**src/rtl/rsa_pkg.sv**
```systemverilog
// Shared RSA constants and the controller state encoding, also used by the
// datapath and the bench.
package rsa_pkg;
  typedef enum logic [2:0] {
    S_IDLE, S_INIT, S_MUL, S_MOD, S_FINISH, S_RESP
  } rsa_state_t;

  localparam int RSA_N              = 3233;
  localparam int RSA_E              = 17;
  localparam int DEFAULT_MAX_ROUNDS = 32;
endpackage

```
**src/rtl/rsa_round_watchdog.sv**
```systemverilog
// Per-byte multiply/modulo round counter; flags the round that would reach
// the abort limit.
module rsa_round_watchdog #(
  parameter int MAX_ROUNDS = 32,
  parameter int ROUND_W    = 8
) (
  input  logic clk,
  input  logic reset,
  input  logic clr,
  input  logic inc,
  output logic expired
);
  localparam logic [ROUND_W-1:0] LIMIT = ROUND_W'(MAX_ROUNDS);

  logic [ROUND_W-1:0] count, count_inc;

  assign count_inc = count + ROUND_W'(1);
  // Compare the post-increment value so the abort lands on the limiting round.
  assign expired   = inc && (count_inc == LIMIT);

  always_ff @(posedge clk or posedge reset) begin
    if (reset)    count <= '0;
    else if (clr) count <= '0;
    else if (inc) count <= count_inc;
  end
endmodule

```
**src/rtl/rsa_controller.sv**
```systemverilog
// Sequencer for the RSA modular-exponentiation datapath: byte in, enable
// sequence out, result handshake, with a round watchdog.
module rsa_controller
  import rsa_pkg::*;
#(
  parameter int MAX_ROUNDS = DEFAULT_MAX_ROUNDS,
  parameter int ROUND_W    = 8
) (
  input  logic        clk,
  input  logic        reset,
  input  logic        in_valid,
  output logic        in_ready,
  input  logic [7:0]  in_data,
  output logic        out_valid,
  input  logic        out_ready,
  output logic        err,
  output logic [15:0] byte_count,
  output logic [7:0]  dp_data,
  output logic        dp_initialize,
  output logic        dp_en_multiply,
  output logic        dp_en_modulo,
  output logic        dp_done,
  input  logic        dp_mult_done
);
  rsa_state_t state, state_nx;
  logic       accept, wd_expired;

  assign accept = (state == S_IDLE) && in_valid;

  rsa_round_watchdog #(.MAX_ROUNDS(MAX_ROUNDS), .ROUND_W(ROUND_W)) u_wd (
    .clk     (clk),
    .reset   (reset),
    .clr     (accept),
    .inc     (state == S_MOD),
    .expired (wd_expired)
  );

  always_ff @(posedge clk or posedge reset) begin
    if (reset) begin
      state      <= S_IDLE;
      dp_data    <= '0;
      byte_count <= '0;
    end else begin
      state <= state_nx;
      if (accept) dp_data <= in_data;
      if (state == S_RESP && out_ready) byte_count <= byte_count + 16'd1;
    end
  end

  // All handshake and enable outputs are pure state decodes, so they are
  // mutually exclusive and fall to idle values as soon as reset asserts.
  always_comb begin
    state_nx       = state;
    in_ready       = 1'b0;
    out_valid      = 1'b0;
    err            = 1'b0;
    dp_initialize  = 1'b0;
    dp_en_multiply = 1'b0;
    dp_en_modulo   = 1'b0;
    dp_done        = 1'b0;
    case (state)
      S_IDLE: begin
        in_ready = 1'b1;
        if (in_valid) state_nx = S_INIT;
      end
      S_INIT: begin
        dp_initialize = 1'b1;
        state_nx      = S_MUL;
      end
      S_MUL: begin
        dp_en_multiply = 1'b1;
        state_nx       = S_MOD;
      end
      S_MOD: begin
        dp_en_modulo = 1'b1;
        if (dp_mult_done) begin
          state_nx = S_FINISH;
        end else if (wd_expired) begin
          err      = 1'b1;
          state_nx = S_IDLE;
        end else begin
          state_nx = S_MUL;
        end
      end
      S_FINISH: begin
        dp_done  = 1'b1;
        state_nx = S_RESP;
      end
      S_RESP: begin
        out_valid = 1'b1;
        if (out_ready) state_nx = S_IDLE;
      end
      default: state_nx = S_IDLE;
    endcase
  end
endmodule

```
**config.mk**
```make
export PLATFORM = sky130hd
export DESIGN_NAME = rsa_controller
export DESIGN_NICKNAME = d
export VERILOG_FILES = /design/src/rtl/rsa_pkg.sv /design/src/rtl/rsa_round_watchdog.sv /design/src/rtl/rsa_controller.sv
export SDC_FILE = /design/constraint.sdc
export NUM_CORES = 1
export LEC_CHECK = 0
export BUFFER_PORTS_ARGS = -buffer_cell sky130_fd_sc_hd__buf_2
export CAP_MARGIN = 40
export CORE_MARGIN = 1
export CORE_UTILIZATION = 30
export CTS_BUF_LIST = sky130_fd_sc_hd__clkbuf_8
export DETAILED_ROUTE_END_ITERATION = 8
export HOLD_SLACK_MARGIN = 0.06
export SYNTH_ARGS = -nofsm -noshare
export SYNTH_HDL_FRONTEND = slang
export SYNTH_HIERARCHICAL = 1
export SYNTH_SLANG_ARGS = --single-unit
```
**constraint.sdc**
```tcl
create_clock -name clk -period 3.9 [get_ports clk]
set_clock_uncertainty 0.1 [all_clocks]
set_input_delay 0.78 -clock clk [delete_from_list [all_inputs] [get_ports clk]]
set_output_delay 0.78 -clock clk [all_outputs]
set_load 0.03 [all_outputs]
```
## Word level (Yosys, flattened, before mapping)

Cells that the tools add are included.

| storage, ports and cells | value |
|---|---|
| register bits | 35 |
| input bits | 13 |
| output and inout bits | 31 |
| logic and storage cells | 36 |

| cells by class | value |
|---|---|
| add/subtract/negate cells | 2 |
| equal/unequal tests | 8 |
| mux-type cells | 16 |
| reduce and logical (&&, ||, !) cells | 6 |

Operators by type and width:

| cell | count |
|---|---|
| 3-bit one-hot mux with 6 select lines | 1 |
| 16-bit by 1-bit adder with 16-bit output (second input constant) | 1 |
| 8-bit two-way mux | 2 |
| 1-bit two-way mux | 9 |
| 3-bit two-way mux | 3 |
| 8-bit by 1-bit adder with 8-bit output (second input constant) | 1 |
| 8-bit by 6-bit equality test with 1-bit output (second input constant) | 1 |
| 3-bit by 2-bit equality test with 1-bit output (second input constant) | 2 |
| 3-bit equality test (second input constant) | 2 |
| 2-bit inequality test (second input constant) | 2 |
| 3-bit by 1-bit equality test with 1-bit output (second input constant) | 1 |
| 1-bit logical AND | 3 |
| 3-bit zero test | 1 |
| 2-bit two-way mux | 1 |
| 2-bit AND reduction | 1 |
| 2-bit nonzero test | 1 |

## Depth between registers and ports, before layout

| logic depth | value |
|---|---|
| depth after elaboration | 6 |
| gate-level depth with buffers | 8 |
| depth with buffers taken out | 6 |

## Modules after synthesis

Netlist, hierarchy kept.

By module, submodules not included:

| module | times used | cells each | area each (sq um) | sequential area each (sq um) |
|---|---|---|---|---|
| rsa_controller | 1 | 99 | 1255.0 | 675.6 |
| rsa_round_watchdog | 1 | 43 | 409.1 | 200.2 |

## Worst setup path before layout

Ideal clock, no wire load.

| timing | value |
|---|---|
| kind | register -> output |
| start point | register state[2] |
| end point | output port err |
| arrival time | 2465 ps |
| required time | 3020 ps |
| setup slack | 555 ps |
| stages on the path, launching flop included | 7 |
| path buffers | 2 |
| cell sequence | dfrtp_1 -> buf_6 -> nor3b_1 -> buf_2 -> nand3_1 -> a2111oi_2 -> and3b_1 |

| on the way | value |
|---|---|
| cells in the longest elaborated chain, start to end | 5 |

RTL lines:

| item | line | text |
|---|---|---|
| from (decl) | rsa_controller.sv:25 | `rsa_state_t state, state_nx;` |
| from (signal assigned) | rsa_controller.sv:44 | `state <= state_nx;` |
| 3-bit by 2-bit equality test with 1-bit output | rsa_controller.sv:34 | `.inc (state == S_MOD),` |
| 1-bit logical AND | rsa_round_watchdog.sv:19 | `assign expired = inc && (count_inc == LIMIT);` |
| named net wd_expired | rsa_controller.sv:26 | `logic accept, wd_expired;` |
| 1-bit two-way mux | rsa_controller.sv:78 | `end else if (wd_expired) begin` |
| 1-bit two-way mux | rsa_controller.sv:76 | `if (dp_mult_done) begin` |
| 1-bit two-way mux | rsa_controller.sv:61 | `case (state)` |
| to (decl) | rsa_controller.sv:16 | `output logic err,` |

The timed path passes the listed nets, and every way through them passes these cells.

## Final worst setup path

| timing | value |
|---|---|
| start point | register u_wd.count[2] |
| end point | output port err |

| on the way | value |
|---|---|
| cells in the longest elaborated chain, start to end | 6 |

RTL lines:

| item | line | text |
|---|---|---|
| from (decl) | rsa_round_watchdog.sv:15 | `logic [ROUND_W-1:0] count, count_inc;` |
| from (signal assigned) | rsa_round_watchdog.sv:24 | `else if (inc) count <= count_inc;` |
| 8-bit by 1-bit adder with 8-bit output | rsa_round_watchdog.sv:17 | `assign count_inc = count + ROUND_W'(1);` |
| 8-bit by 6-bit equality test with 1-bit output | rsa_round_watchdog.sv:19 |  |
| 1-bit logical AND | rsa_round_watchdog.sv:19 |  |
| named net wd_expired | rsa_controller.sv:26 |  |
| 1-bit two-way mux | rsa_controller.sv:78 |  |
| 1-bit two-way mux | rsa_controller.sv:76 |  |
| 1-bit two-way mux | rsa_controller.sv:61 |  |

The timed path passes the listed nets, and every way through them passes these cells.

==> impl_metrics.toml <==
[pwr]
comb_power_share = 0.368
p_int_w = 0.000802
seqPwrFrac = 0.420
power_density_nw_per_um2 = 647
clockPowerShare = 0.212
ir_drop_uv = 352
power.total_w = 0.00133
switchingPower_w = 0.000530
p_leak_nw = 1.08
switching_share = 0.398

[synthesis]
synth_edf_count = 0
syn_inst = 142
synth_area_leader_cell = "dfrtp_1"
ys.flop_type = "dfrtp_1"
synth_top_area_frac = 0.526
synth_fp_nets = 157
yosys_warnings = 6
synthTopCellsByArea = "dfrtp_1, mux2_2, xor2_1, xnor2_1, nand4_1"
async_flop_share = 1.00
syn_area_um2 = 1660
ys_types = 34
yosysSeqAreaShare = 0.526
syn_area_per_cell_um2 = 11.7
ys_ff_latch = 35

[floorplan]
initial_core_util = 0.318
ios = 44
dieArea_um2 = 5850
die_w_um = 76.5
row_count = 26
core_um2 = 5240
die_h_um = 76.5

[flow_run]
maxCapViolations = 0

[global_routing]
antenna_found_initial = 0
grt_start_max_net_pins = 18
grt.overflow.total = 0
grt_first_pass_wirelength_um = 6020
grt_pass1_vias = 1242
grt_usage = 0.129

[critical_path]
path_cells = "nand3_1, or3_1, a2111oi_2, and3b_1, buf_2"
path_delay_family = "simple AND/OR/NAND/NOR gates"
r2r_slack_ps = 1830
path_buf_inv = 1
worstSetupPathType = "flop to output port"
timing.rr.end = "dp_data[2]"
crit_required_ps = 3020
rr_startpoint = "state[2]"
crit_fanout = 5
cpMaxStageDelayCell = "dfrtp_1"
critPathMaxStageDelay_ps = 420
cp-end-kind = "output port"
startpoint_type = "flop"
cp.arrival_ps = 1980
reg2reg_depth = 3

[sta]
drv_slew = 0
setup_violations = 0
worstMarginPinSlew_ps = 658
fin_ws_ps = 1040
max-slew-margin-rel = 0.561
finalSetupTns_ps = 0
timing.final.crit_period_ps = 2860
max_freq_ghz = 0.350
rsz0062_at_grt = "false"
hold_viol = 0
finalCritPeriodShare = 0.732

[cts]
cts_buffers = 5
clock_path_buffers = 2
cts_tree = "yes"
clk_pin_slew_worst_paths_ps = 70
h-tree-depth = 2
holdBufCountCts = 0
cts_resized = 0
insertion_delay_ps = 280
cts-root-buf = "clkbuf_8"
clock_sinks = 35
cts_setup_buffers = 0

[routing]
drt-total-wl_um = 3300
dr.pass1.iters = 4
wl_per_cell_um = 12.7
vias = 1207
routed_via_density = 4.66
drt-initial-drc-count = 59
drtAntennaViolNets = 0
drc_errors = 0

[layout]
final_common_cell = "buf_2"
drive_gt1_frac = 0.354
fin_cells = 259
design_area_um2 = 2060
final_cell_mix = "buf_2, dfrtp_1, nor2_1, xor2_1"
syn_to_final_growth_pct = 23.8
finalNetCount = 203
nFillCells = 523
diodes = 0

[placed_design]
globalplace.congestion = 0.755
pre_cts_ws_ps = 1330
placedCellCount = 251
dpl.hpwl_um = 2420
placed_area_um2 = 1960
portBuffers = 43

[worst_hold_path]
holdCritPathClass = "primary input to asynchronous set/reset pin"

[run_status]
status = "complete, no violations"
[per-layer routing]
| metal | vias up | wire length [µm] | global-route usage | part of all wire |
|---|---|---|---|---|
| li1 | 589 | - | - | - |
| met1 | 578 | 1590 | 0.169 | 0.48 |
| met2 | 35 | 1450 | 0.189 | 0.44 |
| met3 | 5 | 214 | 0.0479 | 0.065 |
| met4 | 0 | 45 | 0.0577 | 0.014 |
| met5 | - | 0 | 0 | 0 |
[synthesized netlist by cell type, types with 2 or more instances]
library cell  instances
buf_4                 3
mux2_2                9
xnor2_1               9
nor2_1               10
nor3b_1               2
nand2_1               7
o21ai_0               3
xor2_1               10
nand4_1               8
and3_1                2
or3_1                 4
ha_1                  2
a21oi_1               3
dfrtp_1              35
nor3_1                5
inv_1                 4
nand3_1               9
[sequential cells by signal, summed over array words and instances, names as in the netlist]
name and cells:
u_wd/count 8, state 3, dp_data 8, byte_count 16
[cells by family (layout without fill, tap and decap cells)]
kind of cell	Yosys count	after routing	share of synthesized area
mux	10	10	0.0669
simple gates	56	56	0.213
fa+ha+maj	2	2	0.0150
buf+inv	10	57	0.0346
flops	35	35	0.526
xor+xnor	19	19	0.100
compound gates	10	10	0.0444
[per-stage QoR]
| step | util | hold WS (ps) |
|---|---|---|
| after floorplan | - | 436 |
| after global placement | 0.369 | 360 |
| after detailed placement | 0.374 | 362 |
| after CTS | 0.393 | 355 |
| after global routing | 0.393 | 385 |
| final | 0.393 | 348 |
[area by class of cell]
| cell class | instances | area, µm² | area share |
|---|---|---|---|
| clock buffer | 7 | 96.3 | 0.0468 |
| clock inverter | 1 | 3.75 | 0.00182 |
| inverter | 4 | 15.0 | 0.00729 |
| multi-input combinational | 97 | 731 | 0.355 |
| sequential | 35 | 876 | 0.425 |
| tap | 70 | 87.6 | 0.0425 |
| timing repair buffer | 45 | 250 | 0.122 |
[worst max path at each step]
| stage | startpoint | end | slack, ps | depth (start not counted) |
|---|---|---|---|---|
| 6_report | u_wd/count[2] | err | 1040 | 5 |
| 5_1_grt | state[1] | err | 870 | 6 |
| 4_1_cts | u_wd/count[2] | err | 1020 | 5 |
| 3_5_place_dp | u_wd/count[2] | err | 1330 | 5 |
| 3_3_place_gp | u_wd/count[2] | err | 1320 | 5 |
| 2_1_floorplan | state[2] | err | 560 | 6 |
[power by group through the flow]
stage          logic (W)  registers (W)  clock network (W)
5_1_grt         0.000538       0.000580           0.000308
3_3_place_gp    0.000491       0.000560                  0
3_5_place_dp    0.000497       0.000566                  0
2_1_floorplan   0.000324       0.000622                  0
6_report        0.000491       0.000560           0.000282
4_1_cts         0.000499       0.000561           0.000293
[worst reg2reg max path, delay by kind of cell, from the launching register on]
kind | cells | cell delay, ps
and+or+nand+nor | 2 | 900
DFF | 1 | 540
muxes | 1 | 410
Power figures use the tool's default switching activity.
